File: src/rtl/video_pkg.sv
// Shared types and constants for the video frame-buffer path.
//   fsm_state_t  : writer burst FSM states
//   PIX_BYTES    : bytes per pixel word on the Avalon bus
//   BURSTCOUNT_W : width of avl_burstcount
package video_pkg;

  typedef enum logic {
    IDLE,
    BURST
  } fsm_state_t;

  localparam int unsigned PIX_BYTES    = 4;
  localparam int unsigned BURSTCOUNT_W = 5;

endpackage

File: src/rtl/avalon_stream_writer_if.sv
// Pixel stream input plus Avalon-MM burst write bus of the stream writer.
//   s_valid/s_ready/s_data/s_sof : pixel stream (writer is the sink)
//   avl_*                        : Avalon write master towards the SDRAM interconnect
// Modports:
//   master : writer view (sinks the stream, drives the Avalon bus)
//   slave  : environment view (sources the stream, answers waitrequest)
interface avalon_stream_writer_if;

  logic                                s_valid;
  logic                                s_ready;
  logic [31:0]                         s_data;
  logic                                s_sof;
  logic [31:0]                         avl_address;
  logic [3:0]                          avl_byteenable;
  logic                                avl_write;
  logic                                avl_read;
  logic [31:0]                         avl_writedata;
  logic [video_pkg::BURSTCOUNT_W-1:0]  avl_burstcount;
  logic                                avl_waitrequest;

  modport master (
    input  s_valid, s_data, s_sof, avl_waitrequest,
    output s_ready, avl_address, avl_byteenable, avl_write, avl_read,
           avl_writedata, avl_burstcount
  );

  modport slave (
    output s_valid, s_data, s_sof, avl_waitrequest,
    input  s_ready, avl_address, avl_byteenable, avl_write, avl_read,
           avl_writedata, avl_burstcount
  );

endinterface

File: src/rtl/sync_fifo.sv
// Show-ahead synchronous FIFO. rdata always shows the head word.
//   clk, rst_n : clock, async active-low reset (flushes pointers/count)
//   push/wdata : write a word (caller guarantees !full)
//   pop        : drop the head word (caller guarantees !empty)
//   rdata      : head word
//   full/empty : status, derived from the registered count
//   count      : words held, 0..DEPTH
module sync_fifo #(
  parameter int unsigned WIDTH = 32,
  parameter int unsigned DEPTH = 32
) (
  input  logic                     clk,
  input  logic                     rst_n,
  input  logic                     push,
  input  logic [WIDTH-1:0]         wdata,
  input  logic                     pop,
  output logic [WIDTH-1:0]         rdata,
  output logic                     full,
  output logic                     empty,
  output logic [$clog2(DEPTH):0]   count
);

  localparam int unsigned AW = $clog2(DEPTH);
  localparam int unsigned CW = AW + 1;

  logic [WIDTH-1:0] mem_q [DEPTH];
  logic [AW-1:0]    wr_q;
  logic [AW-1:0]    rd_q;
  logic [CW-1:0]    cnt_q;

  // Storage needs no reset; only pointers and count define validity.
  always_ff @(posedge clk) begin
    if (push) mem_q[wr_q] <= wdata;
  end

  // Pointers wrap naturally because DEPTH is a power of two.
  always_ff @(posedge clk or negedge rst_n) begin
    if (!rst_n) begin
      wr_q  <= '0;
      rd_q  <= '0;
      cnt_q <= '0;
    end else begin
      if (push) wr_q <= wr_q + AW'(1);
      if (pop)  rd_q <= rd_q + AW'(1);
      case ({push, pop})
        2'b10:   cnt_q <= cnt_q + CW'(1);
        2'b01:   cnt_q <= cnt_q - CW'(1);
        default: cnt_q <= cnt_q;
      endcase
    end
  end

  assign rdata = mem_q[rd_q];
  assign full  = (cnt_q == CW'(DEPTH));
  assign empty = (cnt_q == '0);
  assign count = cnt_q;

endmodule

File: src/rtl/avalon_stream_writer.sv
// Pixel stream to frame buffer writer. Syncs to the first start-of-frame
// pixel, buffers pixels in a FIFO and issues fixed-length Avalon write bursts
// walking linearly from BASE, wrapping at the end of a frame.
//   clk, reset_n : clock, async active-low reset
//   bus          : stream sink + Avalon burst write master (master modport)
//   frame_done   : one-cycle pulse after the last beat of a frame is accepted
//   frame_err    : sticky, sof seen while the input pixel counter was non-zero
module avalon_stream_writer
  import video_pkg::fsm_state_t, video_pkg::PIX_BYTES, video_pkg::BURSTCOUNT_W;
#(
  parameter int unsigned HDISP = 800,
  parameter int unsigned VDISP = 480,
  parameter int unsigned BURST = 16,
  parameter int unsigned DEPTH = 32,
  parameter logic [31:0] BASE  = 32'h0
) (
  input  logic                    clk,
  input  logic                    reset_n,
  avalon_stream_writer_if.master  bus,
  output logic                    frame_done,
  output logic                    frame_err
);

  localparam int unsigned FRAME     = HDISP * VDISP;
  localparam int unsigned NBURSTS   = FRAME / BURST;
  localparam int unsigned PCW       = (FRAME > 1) ? $clog2(FRAME) : 1;
  localparam int unsigned BIW       = (NBURSTS > 1) ? $clog2(NBURSTS) : 1;
  localparam int unsigned BCW       = (BURST > 1) ? $clog2(BURST) : 1;
  localparam int unsigned CW        = $clog2(DEPTH) + 1;
  localparam logic [31:0] ADDR_STEP = 32'(PIX_BYTES * BURST);

  fsm_state_t     state_q, state_d;
  logic           write_q, write_d;
  logic [31:0]    addr_q, addr_d;
  logic [BCW-1:0] beat_q, beat_d;
  logic [BIW-1:0] bidx_q, bidx_d;
  logic [PCW-1:0] pix_q, pix_d;
  logic           synced_q, synced_d;
  logic           live_q;
  logic           frame_done_q, frame_done_d;
  logic           frame_err_q, frame_err_d;

  logic           fifo_full, fifo_empty;
  logic [CW-1:0]  fifo_count;
  logic [31:0]    fifo_rdata;

  logic           s_ready_c;
  logic           accept_c;
  logic           push_c;
  logic           beat_c;
  logic           pop_c;

  // Unsynced pixels are accepted and dropped; once synced, only FIFO space gates input.
  assign s_ready_c = live_q && (!synced_q || !fifo_full);
  assign accept_c  = bus.s_valid && s_ready_c;
  assign push_c    = accept_c && (synced_q || bus.s_sof);
  assign beat_c    = write_q && !bus.avl_waitrequest;
  assign pop_c     = beat_c && !fifo_empty;

  sync_fifo #(
    .WIDTH (32),
    .DEPTH (DEPTH)
  ) u_fifo (
    .clk   (clk),
    .rst_n (reset_n),
    .push  (push_c),
    .wdata (bus.s_data),
    .pop   (pop_c),
    .rdata (fifo_rdata),
    .full  (fifo_full),
    .empty (fifo_empty),
    .count (fifo_count)
  );

  // State registers.
  always_ff @(posedge clk or negedge reset_n) begin
    if (!reset_n) begin
      state_q      <= video_pkg::IDLE;
      write_q      <= 1'b0;
      addr_q       <= BASE;
      beat_q       <= '0;
      bidx_q       <= '0;
      pix_q        <= '0;
      synced_q     <= 1'b0;
      live_q       <= 1'b0;
      frame_done_q <= 1'b0;
      frame_err_q  <= 1'b0;
    end else begin
      state_q      <= state_d;
      write_q      <= write_d;
      addr_q       <= addr_d;
      beat_q       <= beat_d;
      bidx_q       <= bidx_d;
      pix_q        <= pix_d;
      synced_q     <= synced_d;
      live_q       <= 1'b1;
      frame_done_q <= frame_done_d;
      frame_err_q  <= frame_err_d;
    end
  end

  // Input sync/pixel counting, burst FSM, beat counter and address generator.
  always_comb begin
    state_d      = state_q;
    write_d      = write_q;
    addr_d       = addr_q;
    beat_d       = beat_q;
    bidx_d       = bidx_q;
    pix_d        = pix_q;
    synced_d     = synced_q;
    frame_done_d = 1'b0;
    frame_err_d  = frame_err_q;

    if (push_c) begin
      pix_d = (pix_q == PCW'(FRAME - 1)) ? '0 : pix_q + PCW'(1);
    end

    // A stray sof is flagged but neither resets the counter nor resyncs.
    if (accept_c && bus.s_sof) begin
      synced_d = 1'b1;
      if (pix_q != '0) frame_err_d = 1'b1;
    end

    case (state_q)
      video_pkg::IDLE: begin
        if (fifo_count >= CW'(BURST)) begin
          state_d = video_pkg::BURST;
          write_d = 1'b1;
        end
      end
      video_pkg::BURST: begin
        if (beat_c) begin
          if (beat_q == BCW'(BURST - 1)) begin
            state_d = video_pkg::IDLE;
            write_d = 1'b0;
            beat_d  = '0;
            if (bidx_q == BIW'(NBURSTS - 1)) begin
              bidx_d       = '0;
              addr_d       = BASE;
              frame_done_d = 1'b1;
            end else begin
              bidx_d = bidx_q + BIW'(1);
              addr_d = addr_q + ADDR_STEP;
            end
          end else begin
            beat_d = beat_q + BCW'(1);
          end
        end
      end
      default: begin
        state_d = video_pkg::IDLE;
        write_d = 1'b0;
      end
    endcase
  end

  assign bus.s_ready        = s_ready_c;
  assign bus.avl_address    = addr_q;
  assign bus.avl_byteenable = 4'hF;
  assign bus.avl_write      = write_q;
  assign bus.avl_read       = 1'b0;
  assign bus.avl_writedata  = fifo_rdata;
  assign bus.avl_burstcount = BURSTCOUNT_W'(BURST);
  assign frame_done         = frame_done_q;
  assign frame_err          = frame_err_q;

endmodule

File: src/flat_wrapper.sv
// flat-port wrapper written by rule: the top's interface ports become plain ports
module avalon_stream_writer_flat import video_pkg::fsm_state_t, video_pkg::PIX_BYTES, video_pkg::BURSTCOUNT_W;
#(
  parameter int unsigned HDISP = 800,
  parameter int unsigned VDISP = 480,
  parameter int unsigned BURST = 16,
  parameter int unsigned DEPTH = 32,
  parameter logic [31:0] BASE  = 32'h0
)
  (clk, reset_n, frame_done, frame_err, bus_s_valid, bus_s_data, bus_s_sof, bus_avl_waitrequest, bus_s_ready, bus_avl_address, bus_avl_byteenable, bus_avl_write, bus_avl_read, bus_avl_writedata, bus_avl_burstcount);
  avalon_stream_writer_if bus_i ();
  input  logic clk;
  input  logic reset_n;
  output logic frame_done;
  output logic frame_err;
  input wire logic [$bits(bus_i.s_valid)-1:0] bus_s_valid;
  input wire logic [$bits(bus_i.s_data)-1:0] bus_s_data;
  input wire logic [$bits(bus_i.s_sof)-1:0] bus_s_sof;
  input wire logic [$bits(bus_i.avl_waitrequest)-1:0] bus_avl_waitrequest;
  output wire logic [$bits(bus_i.s_ready)-1:0] bus_s_ready;
  output wire logic [$bits(bus_i.avl_address)-1:0] bus_avl_address;
  output wire logic [$bits(bus_i.avl_byteenable)-1:0] bus_avl_byteenable;
  output wire logic [$bits(bus_i.avl_write)-1:0] bus_avl_write;
  output wire logic [$bits(bus_i.avl_read)-1:0] bus_avl_read;
  output wire logic [$bits(bus_i.avl_writedata)-1:0] bus_avl_writedata;
  output wire logic [$bits(bus_i.avl_burstcount)-1:0] bus_avl_burstcount;
  assign bus_i.s_valid = bus_s_valid;
  assign bus_i.s_data = bus_s_data;
  assign bus_i.s_sof = bus_s_sof;
  assign bus_i.avl_waitrequest = bus_avl_waitrequest;
  assign bus_s_ready = bus_i.s_ready;
  assign bus_avl_address = bus_i.avl_address;
  assign bus_avl_byteenable = bus_i.avl_byteenable;
  assign bus_avl_write = bus_i.avl_write;
  assign bus_avl_read = bus_i.avl_read;
  assign bus_avl_writedata = bus_i.avl_writedata;
  assign bus_avl_burstcount = bus_i.avl_burstcount;
  avalon_stream_writer #(.HDISP(HDISP), .VDISP(VDISP), .BURST(BURST), .DEPTH(DEPTH), .BASE(BASE)) u_core (.clk(clk), .reset_n(reset_n), .bus(bus_i), .frame_done(frame_done), .frame_err(frame_err));
endmodule
File: config.mk
export PLATFORM = sky130hd
export DESIGN_NAME = avalon_stream_writer_flat
export DESIGN_NICKNAME = d
export VERILOG_FILES = /design/src/rtl/video_pkg.sv /design/src/rtl/avalon_stream_writer_if.sv /design/src/rtl/sync_fifo.sv /design/src/rtl/avalon_stream_writer.sv /design/src/flat_wrapper.sv
export SDC_FILE = /design/constraint.sdc
export NUM_CORES = 1
export LEC_CHECK = 0
export ABC_AREA = 1
export BUFFER_PORTS_ARGS = -buffer_cell sky130_fd_sc_hd__buf_4
export CORE_ASPECT_RATIO = 1.5
export CORE_UTILIZATION = 56
export CTS_CLUSTER_DIAMETER = 60
export DETAILED_ROUTE_END_ITERATION = 12
export PLACE_DENSITY = 0.75
export SLEW_MARGIN = 20
export SYNTH_ARGS = -nofsm -noshare
export SYNTH_HDL_FRONTEND = slang
export SYNTH_HIERARCHICAL = 1
export SYNTH_SLANG_ARGS = --single-unit
File: constraint.sdc
create_clock -name clk -period 4.75 [get_ports clk]
set_clock_uncertainty 0.2 [all_clocks]
set_input_delay 0.95 -clock clk [delete_from_list [all_inputs] [get_ports clk]]
set_output_delay 0.95 -clock clk [all_outputs]
set_load 0.01 [all_outputs]
After elaboration in Yosys (flattened, before gate mapping) --
Memories as Yosys holds them, arrays and structs flattened. Cells that the tools add are included.
Storage, ports and cells: flip-flop bits (word level) 92, word-level logic and storage cells 71, RAM bits 1024, input bits 37, memories kept 1
Memory list:
- u_core.u_fifo.mem_q | depth 32, width 32, read ports 1, clocked after Yosys merged registers in 0, wr ports 1, line sync_fifo.sv:26 | logic [WIDTH-1:0] mem_q [DEPTH];
Operators by class: multiplexer cells 19, reduce and logical (&&, ||, !) cells 19, magnitude comparators 1, eq/ne operators 9, add/sub/neg operators 8, bitwise operators 1
Operators by type and width (number):
- $add 32x7->32 const B | 1
- $mux 32 | 1
- $add 19x1->19 const B | 1
- $eq 19x19->1 const B | 1
- $mux 19 | 1
- $reduce_bool 19->1 | 1
- $add 15x1->15 const B | 1
- $eq 15x15->1 const B | 1
- $mux 15 | 1
- $mux 1 | 12
- $pmux 6 s2 | 1
- $add 5x1->5 const B | 2
- $add 6x1->6 const B | 1
- $eq 6x6->1 const B | 1
- $ge 6x5->1 const B | 1
- $logic_and 1x1->1 | 6
- $logic_not 6->1 | 1
- $reduce_and 3->1 | 2
- $sub 6x1->6 const B | 1
- $add 4x1->4 const B | 1
- $eq 4x4->1 const B | 1
- $logic_not 1->1 | 4
- $mux 4 | 1
- $ne 2x2->1 const B | 2
- other kinds (8) | 11

Logic depth before layout (Yosys ltp) --
depth in word-level cells 8, gate-level depth with buffers 22

Modules after synthesis --
The synthesis kept the hierarchy.
Modules (own cells, without submodules):
- sync_fifo | times used 1, area each 42145.4 um^2, cells an instance 3524, seq. area each 31149.9 um^2
- avalon_stream_writer | times used 1, area each 4394.2 um^2, cells an instance 605, seq. area each 1751.7 um^2

Worst setup path after synthesis --
Ideal clock, no wire load.
kind input port to flip-flop, start point in bus_s_valid, end point mem u_core.u_fifo.mem_q[31][0] (enable), path buffers 2, path slack -0.059 ns, arrival time 4.148 ns, required time 4.089 ns, stages on the path 6, path through nand3_1 nor2_4 buf_2 clkbuf_1 nand2_1 nor3_1
Between the ends: longest elaborated chain between the ends 4
Ends and longest elaborated chain:
- start: declaration | line flat_wrapper.sv:16 | input wire logic [$bits(bus_i.s_valid)-1:0] bus_s_valid;
- $logic_and 1x1->1 | line avalon_stream_writer.sv:55 | assign accept_c = bus.s_valid && s_ready_c;
- $logic_and 1x1->1 | line avalon_stream_writer.sv:56 | assign push_c = accept_c && (synced_q || bus.s_sof);
- named net u_core.push_c | line avalon_stream_writer.sv:49 | logic push_c;
- $mux 1 | line sync_fifo.sv:33 | if (push) mem_q[wr_q] <= wdata;
- $mux 1 (implied by the code) | line sync_fifo.sv:33
- end: declaration | line sync_fifo.sv:26
The timed path passes the listed nets, and every way through them passes these cells.

Worst setup path in the final report --
start point reg u_core.u_fifo.rd_q[0], end point out bus_avl_writedata[28]
Between the ends: longest elaborated chain between the ends 1
Ends and longest elaborated chain:
- start: declaration | line sync_fifo.sv:28 | logic [AW-1:0] rd_q;
- start signal: assignment | line sync_fifo.sv:44 | if (pop) rd_q <= rd_q + AW'(1);
- $mem_v2 32x32
- end: declaration | line flat_wrapper.sv:25 | output wire logic [$bits(bus_i.avl_writedata)-1:0] bus_avl_writedata;
No other way between the ends.

==> run_results.csv <==
group,metric,value,unit
run_status,status,"completed",
synth,synth_top_area_share,0.661,
synth,ys_types,40,
floorplan,start_util,0.565,
clocking,clock_sinks,1110,
drt,drtIter0Drc,3671,
finish,drive_gt1_frac,0.0910,
synth,synth_edf_count,1024,
worst_setup_path,arrival,3.26,ns
grt,grt_use_total,0.290,
sta,worst_hold_slack,0.146,ns
pwr,p_leak,18.7,nW
clocking,cts_root_buffer,"clkbuf_16",
synth,yosys_warnings,6,
clocking,h-tree-depth,3,
synth,synth_common_cells,"1,024 x edfxtp_1, 857 x nand2_1, 719 x nor2_1",
place,pre_cts_ws,0.950,ns
worst_setup_path,crit_chain,"buf_12 -> nor2_1 -> nor2_1 -> o21ai_0 -> nand3_1 -> nand3_1 -> nand2_1 -> nand2_1 -> inv_1 -> buf_4",
clocking,clock_latency,0.70,ns
finish,multi_input_area,12000,um^2
drt,routed_via_density,5.98,
drt,wirelength,122,mm
clocking,clockBufferDepth,3,
finish,fin_util,0.627,
sta,timing.fmax,227,MHz
place,gp_congestion,0.831,
pwr,vdd_drop_max,0.000554,V
pwr,power,29.2,mW
clocking,cts_repair_resize_count,0,
place,hpwl,65.5,mm
hold_path,min_path_type,"in -> async",
drt,met2WireLength,60.4,mm
grt,grt.overflow.total,0,
sta,setup_viol,0,
floorplan,core-area,82300,um^2
sta,min_period_over_period,0.927,
floorplan,dieArea,84300,um^2
synth,async_flop_share,0.0775,
worst_setup_path,crit_path_top_delay_cell,"buf_12",
drt,route.detailed.drc,0,
finish,final_cells,5314,
synth,yosysSeqAreaShare,0.707,
sta,relSlewSlack,0.168,
sta,period_minus_slack,4.41,ns
job,max_cap_viol_count,0,
grt,grt_pass1_wl,183,mm
drt,dr.max_layer_used,"met4",
clocking,cts.reportedPaths.clkPinSlew,0.07,ns
synth,synth_top_flop_cell,"edfxtp_1",
grt,antenna_found_initial,1,
floorplan,top_level_ports,115,
worst_setup_path,criticalPathCategory,"reg -> out",
drt,ant_nets,0,
floorplan,row_count,129,
worst_setup_path,crit_path_max_incr_delay,0.59,ns
clocking,cts_buffers,100,
synth,ys_ff_latch,1110,
finish,nets,4233,
synth,yosysMostFrequentCell,"edfxtp_1",
worst_setup_path,crit_required,3.60,ns
sta,setup_ws,0.345,ns
worst_setup_path,crit_path_start_kind,"register",
worst_setup_path,cp_max_fo,232,
finish,nFillCells,6139,
synth,synth_top_cell_by_area,"edfxtp_1",
worst_setup_path,worstSetupEndpointType,"primary output",
sta,hold_viol_final,0,
floorplan,die_y,355,um
clocking,cts_setup_buffers,0,
grt,grt_max_degree,233,
synth,syn_area,46500,um^2
place,io_buffers,98,
sta,worstMarginPinSlew,1.25,ns
drt,wl_met1,44.0,mm
pwr,p_per_area,566,nW/um^2
finish,finish.instance_area,51600,um^2
finish,seqCellArea,32900,um^2
synth,synth.top_cells.by_area,"edfxtp_1 66%, nand2_1 6.9%, nor2_1 5.8%, nand3_1 4.8%, dfrtp_1 4.6%",
sta,slew_viol_final,0,
clocking,cts_tree,"built",
floorplan,die_x,237,um
place,dp.cells,5128,
finish,area_delta_synth_final,10.8,%
drt,vias,31800,
synth,synth_cells,4129,
sta,grt_setup_unrepaired,"no",
sta,tns,0,ns
drt,first_pass_iters,6,
drt,wl_per_cell,22.9,um
drt,met3_length,11.5,mm
place,place_area,48500,um^2
grt,grt_pass1_vias,30800,
synth,avgSynthCellArea,11.3,um^2
clocking,cts_hold_buf,0,
-- state kept, by name, indices dropped and copies added (netlist names), 4 cells and up --
signal,count
u_core/beat_q,4
u_core/u_fifo/count,6
u_core/bidx_q,15
u_core/bus.avl_address,26
u_core/u_fifo/mem_q,1024
u_core/u_fifo/wr_q,5
u_core/u_fifo/rd_q,5
u_core/pix_q,19
-- final timing paths --
check | slack (ns) | startpoint | endpoint | cells past startpoint
worst min-delay path | 0.15 | reset_n | u_core/live_q$_DFF_PN0_ | 1
worst min register to register | 0.27 | u_core/frame_err$_DFFE_PN0P_ | u_core/frame_err$_DFFE_PN0P_ | 1
max in group asynchronous | 3.25 | reset_n | u_core/bidx_q[5]$_DFFE_PN0P_ | 2
worst max-delay path | 0.34 | u_core/u_fifo/rd_q[0]$_DFFE_PN0P_ | bus_avl_writedata[28] | 10
worst max register to register | 1.19 | u_core/u_fifo/count[4]$_DFFE_PN0P_ | u_core/u_fifo/mem_q[6][19]$_DFFE_PP_ | 9
min in group clk | 0.27 | u_core/frame_err$_DFFE_PN0P_ | u_core/frame_err$_DFFE_PN0P_ | 1
-- where the power goes --
group | total, mW | internal (mW) | leakage (nW) | switching [mW]
Sequential | 11.4 | 11.1 | 10.2 | 0.313
Clock | 7.78 | 4.24 | 1.49 | 3.54
Combinational | 10.0 | 3.01 | 7.03 | 7.04
Total | 29.2 | 18.3 | 18.7 | 10.9
-- cell families (layout without fill, tap and decap cells) --
kind of cell,Yosys count,after routing,synth area share
adder cells (fa/ha/maj),14,14,0.00376
AO/OA/AOI/OAI,499,499,0.0541
XOR/XNOR,22,22,0.00414
flip-flops,1110,1110,0.707
AND/OR/NAND/NOR,2116,2116,0.190
buffers and inverters,366,487,0.0412
other,2,18,0.000161
-- final cells by class --
| type | count | area share |
|---|---|---|
| clock inverter | 52 | 0.00934 |
| multi-input combinational | 2668 | 0.233 |
| inverter | 126 | 0.00951 |
| clock buffer | 133 | 0.0509 |
| timing repair buffer | 176 | 0.0336 |
| sequential | 1110 | 0.638 |
| tap | 1048 | 0.0254 |
| antenna | 1 | 0.0000485 |
-- per-layer routing --
metal  track usage  vias up
met5             0        -
met4         0.141        0
met3        0.0523      336
met2         0.492     1731
met1         0.361    15400
li1              -    14400
-- critical path, delay by kind of cell, from the launching register on --
family                 cells  cell delay, ns
AND/OR/NAND/NOR            6            0.80
buffers and inverters      3            0.79
flip-flops                 1            0.51
AO/OA/AOI/OAI              1            0.11
-- placed cells by master (no fill, tap or decap), drive strengths merged, types with 7 or more instances in the layout --
| cell type | n |
|---|---|
| conb | 17 |
| dfrtp | 86 |
| nor2 | 736 |
| xor2 | 15 |
| clkinv | 36 |
| buf | 176 |
| clkbuf | 133 |
| nand3 | 453 |
| nor3 | 25 |
| nand2 | 865 |
| a21oi | 82 |
| xnor2 | 7 |
| o21ai | 410 |
| ha | 14 |
| inv | 130 |
| edfxtp | 1024 |
| nand4 | 30 |
Power figures use the tool's default switching activity.
